**config.mk**
```make
export PLATFORM = sky130hd
export DESIGN_NAME = voice_freq_scheduler
export DESIGN_NICKNAME = d
export VERILOG_FILES = /design/src/rtl/voice_freq_scheduler.sv
export SDC_FILE = /design/constraint.sdc
export NUM_CORES = 1
export LEC_CHECK = 0
export ABC_AREA = 1
export CORE_MARGIN = 4
export CORE_UTILIZATION = 31
export DETAILED_ROUTE_END_ITERATION = 8
export DONT_BUFFER_PORTS = 1
export SKIP_CTS_REPAIR_TIMING = 1
export SYNTH_ARGS = -nofsm -noshare
export SYNTH_HDL_FRONTEND = slang
export SYNTH_SLANG_ARGS = --single-unit
```
**constraint.sdc**
```tcl
create_clock -name clk -period 3.5 [get_ports clk]
set_clock_uncertainty 0.05 [all_clocks]
set_input_delay 0 -clock clk [delete_from_list [all_inputs] [get_ports clk]]
set_output_delay 0 -clock clk [all_outputs]
set_load 0.01 [all_outputs]
```
**src/rtl/voice_freq_scheduler.sv**
```systemverilog
// voice_freq_scheduler
// Shares one note/octave-to-frequency lookup table between NUM_VOICES synth
// voices. Requests are granted round-robin. A valid request drives the table,
// waits LUT_LAT cycles and captures the result. An out-of-range request
// completes at once with err set. In both cases the winning voice receives a
// one-cycle ack.
//
// Ports:
//   clk        system clock
//   reset      asynchronous active-high reset
//   req        per-voice request, held until that voice's ack
//   note_in    voice i note at [4i+3:4i] (0=C .. 11=B)
//   octave_in  voice i octave at [4i+3:4i] (valid 0..8)
//   ack        one-hot, one-cycle completion pulse
//   err        high with ack when the request was out of range
//   freq_out   result in centi-Hz, held until the next completion
//   lut_note   registered note driven to the lookup table
//   lut_octave registered octave driven to the lookup table
//   lut_freq   lookup table result
//   busy       high while a transaction is in WAIT or RESP
module voice_freq_scheduler #(
  parameter int NUM_VOICES = 4,
  parameter int FREQ_W     = 20,
  parameter int LUT_LAT    = 1
) (
  input  logic                    clk,
  input  logic                    reset,
  input  logic [NUM_VOICES-1:0]   req,
  input  logic [4*NUM_VOICES-1:0] note_in,
  input  logic [4*NUM_VOICES-1:0] octave_in,
  output logic [NUM_VOICES-1:0]   ack,
  output logic                    err,
  output logic [FREQ_W-1:0]       freq_out,
  output logic [3:0]              lut_note,
  output logic [3:0]              lut_octave,
  input  logic [FREQ_W-1:0]       lut_freq,
  output logic                    busy
);

  localparam int IDX_W = (NUM_VOICES > 1) ? $clog2(NUM_VOICES) : 1;
  localparam int CNT_W = (LUT_LAT > 1) ? $clog2(LUT_LAT) : 1;

  typedef enum logic [1:0] {
    S_IDLE = 2'd0,
    S_WAIT = 2'd1,
    S_RESP = 2'd2
  } state_t;

  state_t                  state_q, state_d;
  logic [IDX_W-1:0]        rr_ptr_q, rr_ptr_d;
  logic [IDX_W-1:0]        gidx_q, gidx_d;
  logic [CNT_W-1:0]        cnt_q, cnt_d;
  logic [NUM_VOICES-1:0]   ack_q, ack_d;
  logic                    err_q, err_d;
  logic [FREQ_W-1:0]       freq_q, freq_d;
  logic [3:0]              lut_note_q, lut_note_d;
  logic [3:0]              lut_octave_q, lut_octave_d;
  logic                    busy_q, busy_d;

  logic                    found_s;
  logic [IDX_W-1:0]        grant_s;
  logic [IDX_W-1:0]        cand_s;
  logic [3:0]              sel_note_s;
  logic [3:0]              sel_octave_s;
  logic                    bad_s;
  logic [IDX_W-1:0]        rr_next_s;

  function automatic logic [NUM_VOICES-1:0] onehot(input logic [IDX_W-1:0] idx);
    logic [NUM_VOICES-1:0] v;
    v      = {NUM_VOICES{1'b0}};
    v[idx] = 1'b1;
    return v;
  endfunction

  // Round-robin search: first set req bit at or above rr_ptr, wrapping around.
  always_comb begin
    found_s = 1'b0;
    grant_s = {IDX_W{1'b0}};
    cand_s  = {IDX_W{1'b0}};
    for (int k = 0; k < NUM_VOICES; k++) begin
      cand_s = IDX_W'((int'(rr_ptr_q) + k) % NUM_VOICES);
      if (!found_s && req[cand_s]) begin
        found_s = 1'b1;
        grant_s = cand_s;
      end else begin
        found_s = found_s;
      end
    end
  end

  assign sel_note_s   = note_in[{grant_s, 2'b00} +: 4];
  assign sel_octave_s = octave_in[{grant_s, 2'b00} +: 4];
  assign bad_s        = (sel_note_s > 4'd11) || (sel_octave_s > 4'd8);
  assign rr_next_s    = (grant_s == IDX_W'(NUM_VOICES - 1)) ? {IDX_W{1'b0}}
                                                            : grant_s + IDX_W'(1);

  // Next-state and registered-output logic for the IDLE/WAIT/RESP sequence.
  always_comb begin
    state_d      = state_q;
    rr_ptr_d     = rr_ptr_q;
    gidx_d       = gidx_q;
    cnt_d        = cnt_q;
    ack_d        = {NUM_VOICES{1'b0}};
    err_d        = err_q;
    freq_d       = freq_q;
    lut_note_d   = lut_note_q;
    lut_octave_d = lut_octave_q;
    case (state_q)
      S_IDLE: begin
        if (found_s) begin
          gidx_d   = grant_s;
          rr_ptr_d = rr_next_s;
          if (bad_s) begin
            // Out-of-range: skip the table, finish next cycle with err.
            err_d   = 1'b1;
            freq_d  = {FREQ_W{1'b0}};
            ack_d   = onehot(grant_s);
            state_d = S_RESP;
          end else begin
            lut_note_d   = sel_note_s;
            lut_octave_d = sel_octave_s;
            cnt_d        = CNT_W'(LUT_LAT - 1);
            state_d      = S_WAIT;
          end
        end else begin
          state_d = S_IDLE;
        end
      end
      S_WAIT: begin
        if (cnt_q == {CNT_W{1'b0}}) begin
          freq_d  = lut_freq;
          err_d   = 1'b0;
          ack_d   = onehot(gidx_q);
          state_d = S_RESP;
        end else begin
          cnt_d = cnt_q - CNT_W'(1);
        end
      end
      S_RESP: begin
        // err is only meaningful alongside ack, so it drops with it.
        err_d   = 1'b0;
        state_d = S_IDLE;
      end
      default: begin
        state_d = S_IDLE;
      end
    endcase
    busy_d = (state_d != S_IDLE);
  end

  // State and output registers.
  always_ff @(posedge clk or posedge reset) begin
    if (reset) begin
      state_q      <= S_IDLE;
      rr_ptr_q     <= {IDX_W{1'b0}};
      gidx_q       <= {IDX_W{1'b0}};
      cnt_q        <= {CNT_W{1'b0}};
      ack_q        <= {NUM_VOICES{1'b0}};
      err_q        <= 1'b0;
      freq_q       <= {FREQ_W{1'b0}};
      lut_note_q   <= 4'd0;
      lut_octave_q <= 4'd0;
      busy_q       <= 1'b0;
    end else begin
      state_q      <= state_d;
      rr_ptr_q     <= rr_ptr_d;
      gidx_q       <= gidx_d;
      cnt_q        <= cnt_d;
      ack_q        <= ack_d;
      err_q        <= err_d;
      freq_q       <= freq_d;
      lut_note_q   <= lut_note_d;
      lut_octave_q <= lut_octave_d;
      busy_q       <= busy_d;
    end
  end

  assign ack        = ack_q;
  assign err        = err_q;
  assign freq_out   = freq_q;
  assign lut_note   = lut_note_q;
  assign lut_octave = lut_octave_q;
  assign busy       = busy_q;

endmodule

```
### Word level (Yosys, flattened, before mapping)

Cells that the tools add are included.

| word-level totals | value |
|---|---|
| register bits after elaboration | 41 |
| input port bits | 58 |
| output and inout bits | 34 |
| word-level logic and storage cells | 94 |

| cells by class | value |
|---|---|
| add/sub/neg operators | 5 |
| magnitude comparators | 10 |
| eq/ne operators | 7 |
| shift operators | 2 |
| multiplexer cells | 41 |
| bitwise operators | 1 |
| reduce and logical (&&, ||, !) cells | 18 |

Operator list:

| cell | number |
|---|---|
| $mux 20 | 3 |
| $pmux 20 s2 | 1 |
| $shiftx 16x5->4 | 2 |
| $lt 2x3->1 const B | 6 |
| $mux 1 | 16 |
| $mux 2 | 8 |
| $mux 4 | 3 |
| $bmux 1 s2 | 4 |
| $gt 4x4->1 const B | 2 |
| $ne 2x2->1 const B | 4 |
| $pmux 4 s2 | 1 |
| $reduce_and 4->1 | 2 |
| $reduce_and 3->1 | 2 |
| $logic_and 1x1->1 | 5 |
| $add 2x1->2 const B | 2 |
| $add 2x2->2 const B | 2 |
| $demux 1 s2 | 2 |
| $eq 2x2->1 const B | 2 |
| $ge 2x1->1 const B | 2 |
| $pmux 2 s2 | 1 |
| $reduce_bool 2->1 | 2 |
| $logic_not 1->1 | 3 |
| $pmux 1 s3 | 1 |
| $reduce_bool 3->1 | 1 |
| other kinds (7) | 7 |

### Depth between registers and ports, before layout

| logic depth | value |
|---|---|
| word-level depth | 19 |
| mapped depth | 21 |
| depth with buffers taken out | 18 |

### Worst setup path after synthesis

Ideal clock, no wire load.

| timing path | value |
|---|---|
| kind | register -> register |
| start point | register rr_ptr_q[0] |
| end point | register freq_q[0] (netlist: freq_out[0]) |
| setup time | 117 ps |
| arrival time | 2123 ps |
| data required time | 3333 ps |
| setup slack | 1209 ps |
| cell stages (with the launch flop) | 18 |
| path buffers | 3 |
| period minus slack after synthesis | 2291 ps |
| path through | dfrtp_1 -> buf_6 -> inv_6 -> nand2_1 -> nand3_1 -> nand2_2 -> nor2_4 -> nand3_4 -> nand3_4 -> inv_2 -> buf_6 -> o211ai_2 -> nand2_1 -> nand2_2 -> nand3_2 -> nand2_4 -> buf_6 -> o21ai_2 |

| on the way | value |
|---|---|
| cells in the longest elaborated chain, start to end | 17 |
| elaborated cells between the ends (all ways) | 33 |

Ends and longest elaborated chain:

| what | RTL line | RTL |
|---|---|---|
| from (decl) | 50 | `logic [IDX_W-1:0] rr_ptr_q, rr_ptr_d;` |
| from (signal assigned) | 155 | `rr_ptr_q <= {IDX_W{1'b0}};` |
| from (signal assigned) | 166 | `rr_ptr_q <= rr_ptr_d;` |
| parallel branches: the longest is 11 deep, another holds $add 2x1->2 | n/a |  |
| $mux 2 (*) | 82 | `if (!found_s && req[cand_s]) begin` |
| named net grant_s[0] | 61 | `logic [IDX_W-1:0] grant_s;` |
| $shiftx 16x5->4, on equally long branches | 91, 92 |  |
| $gt 4x4->1 | 93 | `assign bad_s = (sel_note_s > 4'd11) \|\| (sel_octave_s > 4'd8);` |
| $logic_or 1x1->1 (*) | 93 |  |
| $ne 2x2->1 (no line) (*) | n/a |  |
| $reduce_and 4->1 (no line) (*) | n/a |  |
| to (signal assigned) | 160 | `freq_q <= {FREQ_W{1'b0}};` |
| to (signal assigned) | 171 | `freq_q <= freq_d;` |
| to (decl) | 55 | `logic [FREQ_W-1:0] freq_q, freq_d;` |

Mark *: on every way through the listed nets, which the timed path passes. The select of a mux whose other input is x is not followed.
A chain may end at the register's enable or synchronous reset.

### Final worst setup path

| timing path | value |
|---|---|
| start point | register rr_ptr_q[0] |
| end point | register freq_q[15] (netlist: freq_out[15]) |

| on the way | value |
|---|---|
| cells in the longest elaborated chain, start to end | 17 |
| elaborated cells between the ends (all ways) | 33 |

Ends and longest elaborated chain:

| what |
|---|
| parallel branches: the longest is 16 deep, another holds $add 2x1->2 |
| $reduce_and 4->1 (no line) (*) |

Every way passes the cells marked *. The select of a mux whose other input is x is not followed.

==> key figures <==
Setup path
  • Crit path launch: rr_ptr_q[0]$_DFFE_PP0P_
  • Reg2reg start: rr_ptr_q[0]$_DFFE_PP0P_
  • Reg2reg setup slack: approximately 0.57 ns
  • Crit Path Class: register to register
  • Worst Reg-to-Reg Cells: 17
  • CP required: approximately 3.7 ns
  • CP arrival: roughly 3.1 ns
  • Critical R2R Capture: freq_out[15]$_DFFE_PP0P_
  • Crit. End Element: register
  • Critical-path maximum fanout: 36
  • Setup crit end: freq_out[15]$_DFFE_PP0P_
  • Critical Path Start Type: register

Synth
  • Cells after Synth: roughly 300
  • Adder-cell area share of the yosys netlist: about 3.1%
  • Most used DFF post-synth: dfrtp_1
  • Warnings from Yosys: 0
  • Seq/Total Area, Yosys: just over 40%
  • #FFs+latches synth: 40
  • Synth Area in Compound Gates: 13.5%
  • Synth Net Count: 360
  • Synth Area in Simple Gates: roughly 34%
  • Avg Inst Size Synth: roughly 8 sq um
  • Post-synth EDFFs: 0
  • Multiplexer share of the synthesized area: 0%
  • Main combinational cell family by area after synthesis: simple AND/OR/NAND/NOR gates
  • Xor and xnor area share after synthesis: 0%
  • Unique masters post-synth: 31
  • Post-Syn Area: roughly 2400 sq um
  • Asr flop ratio synth: between 90% and 100%

Pwr
  • Max VDD drop: roughly 0.7 mV
  • PD cells: around 1200 nW/um^2
  • Static leakage: 1.35 nW

Floorplanning
  • IO Pins: 92
  • Rows: 32
  • Die H: 96.5 microns
  • Die Wd: between 90 and 100 microns
  • DIE AREA: 9310 sq um
  • Starting Density: roughly a third
  • Core Region: 7690 sq um

Finish
  • Most frequent cells in the layout: nand2_1 (94), dfrtp_1 (40), nand2_2 (27), dlygate4sd3_1 (24)
  • Nets@finish: roughly 390
  • Post-Layout Inst Area: between 2000 and 3000 sq um
  • Leading cell type in the layout, fill and taps excluded: nand2_1
  • Layout cells sized above 1: 23.9%
  • Ant. Diodes: 0
  • Layout Area Growth over Synthesis: 17.0%

CTS
  • Clk root buf: clkbuf_8
  • TritonCTS Sinks: 40
  • TritonCTS Buffers: 5
  • H-tree depth: 2
  • CTS tree: done
  • Clock tree buffer depth: 2
  • Clk slew on worst S/H paths: about 0.080 ns
  • Latest clock arrival within the worst-skew pair: around 0.29 ns

STA
  • Slew margin rel.: between 60% and 70%
  • Fin crit share: approximately 84%
  • Min cycle time layout: just under 3 ns
  • Final count of pins violating max slew: 0
  • Max Freq: between 300 and 400 MHz
  • Final hold violation count: 5
  • TNS Setup: 0 ns
  • Post-route worst setup slack: between 0.5 and 0.6 ns
  • Hold WS: -0.0306 ns
  • RSZ-0062 raised after global routing: no
  • Worst-margin pin slew: 0.502 ns
  • Final setup violating endpoints: 0

Placement
  • GPL Wtd Cong: 0.820
  • Worst slack, placed: 0.606 ns
  • IO buf count: 0
  • DP HPWL: 4610 microns
  • Area after DPL: roughly 2500 sq um

Drt
  • Via density: ~4.7
  • Wire length per cell: about 14 microns
  • Routed Antenna Nets: 0
  • Drt first pass iters: 4
  • Starting DRT DRC Count: 96
  • Routed WL: 6040 microns
  • DRC: 0
  • Vias post-DR: between 2000 and 2500

Outcome
  • Status: finished, violations left
  • Failing checks: hold timing

Job
  • Max-cap violations: 0

Global routing
  • Initial antenna violation count: 0
  • First-pass GRT wire length: 9070 microns
  • Vias in the first global route: about 1900
  • Grt total ovfl: 0
  • Total GRT Usage: about an eighth
  • Largest net degree at the start of global routing: 41

Hold path
  • Hold Path Class: primary input to register
-- state kept, by name, summed over array words and instances, names as in the netlist --
name        flops
gidx_q          2
busy            1
lut_note        4
ack             4
lut_octave      4
rr_ptr_q        2
freq_out       20
state_q         2
err             1
-- power by group --
group	switching, mW	internal [mW]	leakage (nW)	total, mW
combinational	1.56	0.755	0.771	2.32
clock	0.160	0.211	0.0541	0.371
sequential	0.159	0.615	0.526	0.774
-- through the flow --
step	utilization (%)	total power [mW]	instances
3_5_place_dp	32.4	3.07	392
4_1_cts	33.8	3.45	400
2_1_floorplan	-	2.82	296
5_1_grt	36.9	3.83	424
3_3_place_gp	32.4	3.03	392
6_report	36.9	3.46	424
-- cell families after synthesis --
logic type                 Yosys count
AOI/OAI and AO/OA                   46
adders and majority gates            6
and+or+nand+nor                    170
DFF                                 40
buffers and inverters               34
-- Yosys cell counts, types with 5 or more instances --
| cell type | number | area (sq um) |
|---|---|---|
| o21ai_2 | 20 | 175 |
| o21ai_1 | 6 | 30.0 |
| nand2_1 | 94 | 353 |
| buf_6 | 5 | 56.3 |
| nand3_1 | 20 | 100 |
| nand2_2 | 27 | 169 |
| nand4_1 | 8 | 50.1 |
| nor2_1 | 11 | 41.3 |
| dfrtp_1 | 40 | 1000 |
| o21ai_0 | 13 | 65.1 |
| inv_1 | 16 | 60.1 |
| inv_2 | 5 | 18.8 |
| ha_1 | 6 | 75.1 |
-- worst min path at each step --
stage	slack, ns	end	startpoint	cells after the start
2_1_floorplan	0.11	freq_out[1]$_DFFE_PP0P_	lut_freq[1]	2
6_report	-0.03	lut_octave[3]$_DFFE_PP0P_	octave_in[11]	4
4_1_cts	-0.32	freq_out[7]$_DFFE_PP0P_	reset	2
3_3_place_gp	0.0002	freq_out[7]$_DFFE_PP0P_	reset	2
3_5_place_dp	0.008	freq_out[10]$_DFFE_PP0P_	reset	2
5_1_grt	0.0002	lut_note[0]$_DFFE_PP0P_	note_in[4]	4
-- per-layer routing --
| layer | routed length [microns] | vias up | track usage, % |
|---|---|---|---|
| li1 | - | 1008 | - |
| met1 | 2610 | 922 | 15.5 |
| met2 | 2760 | 77 | 19.8 |
| met3 | 634 | 4 | 5.19 |
| met4 | 25 | 0 | 2.80 |
| met5 | 0 | - | 0 |
-- critical path, cell delays in order, from the launching register on --
cell	delay [ns]
dfrtp_1	0.61
inv_6	0.09
nand2_1	0.10
nand2_2	0.09
nand2_2	0.08
nand2_2	0.07
nor2_4	0.14
nand3_4	0.15
nand3_4	0.24
inv_2	0.16
o21ai_0	0.19
o21ai_1	0.11
nand2_2	0.11
nand3_2	0.12
nand2_4	0.13
buf_12	0.25
nand2_2	0.08
o21ai_2	0.07
-- cell type report --
type | instances | area [sq um]
Fill cell | 794 | 4850
Tap cell | 102 | 128
Inverter | 23 | 91.3
Sequential cell | 40 | 1000
Clock inverter | 3 | 42.5
Timing Repair Buffer | 29 | 290
Clock buffer | 5 | 68.8
Multi-Input combinational cell | 222 | 1220
Power figures use the tool's default switching activity.
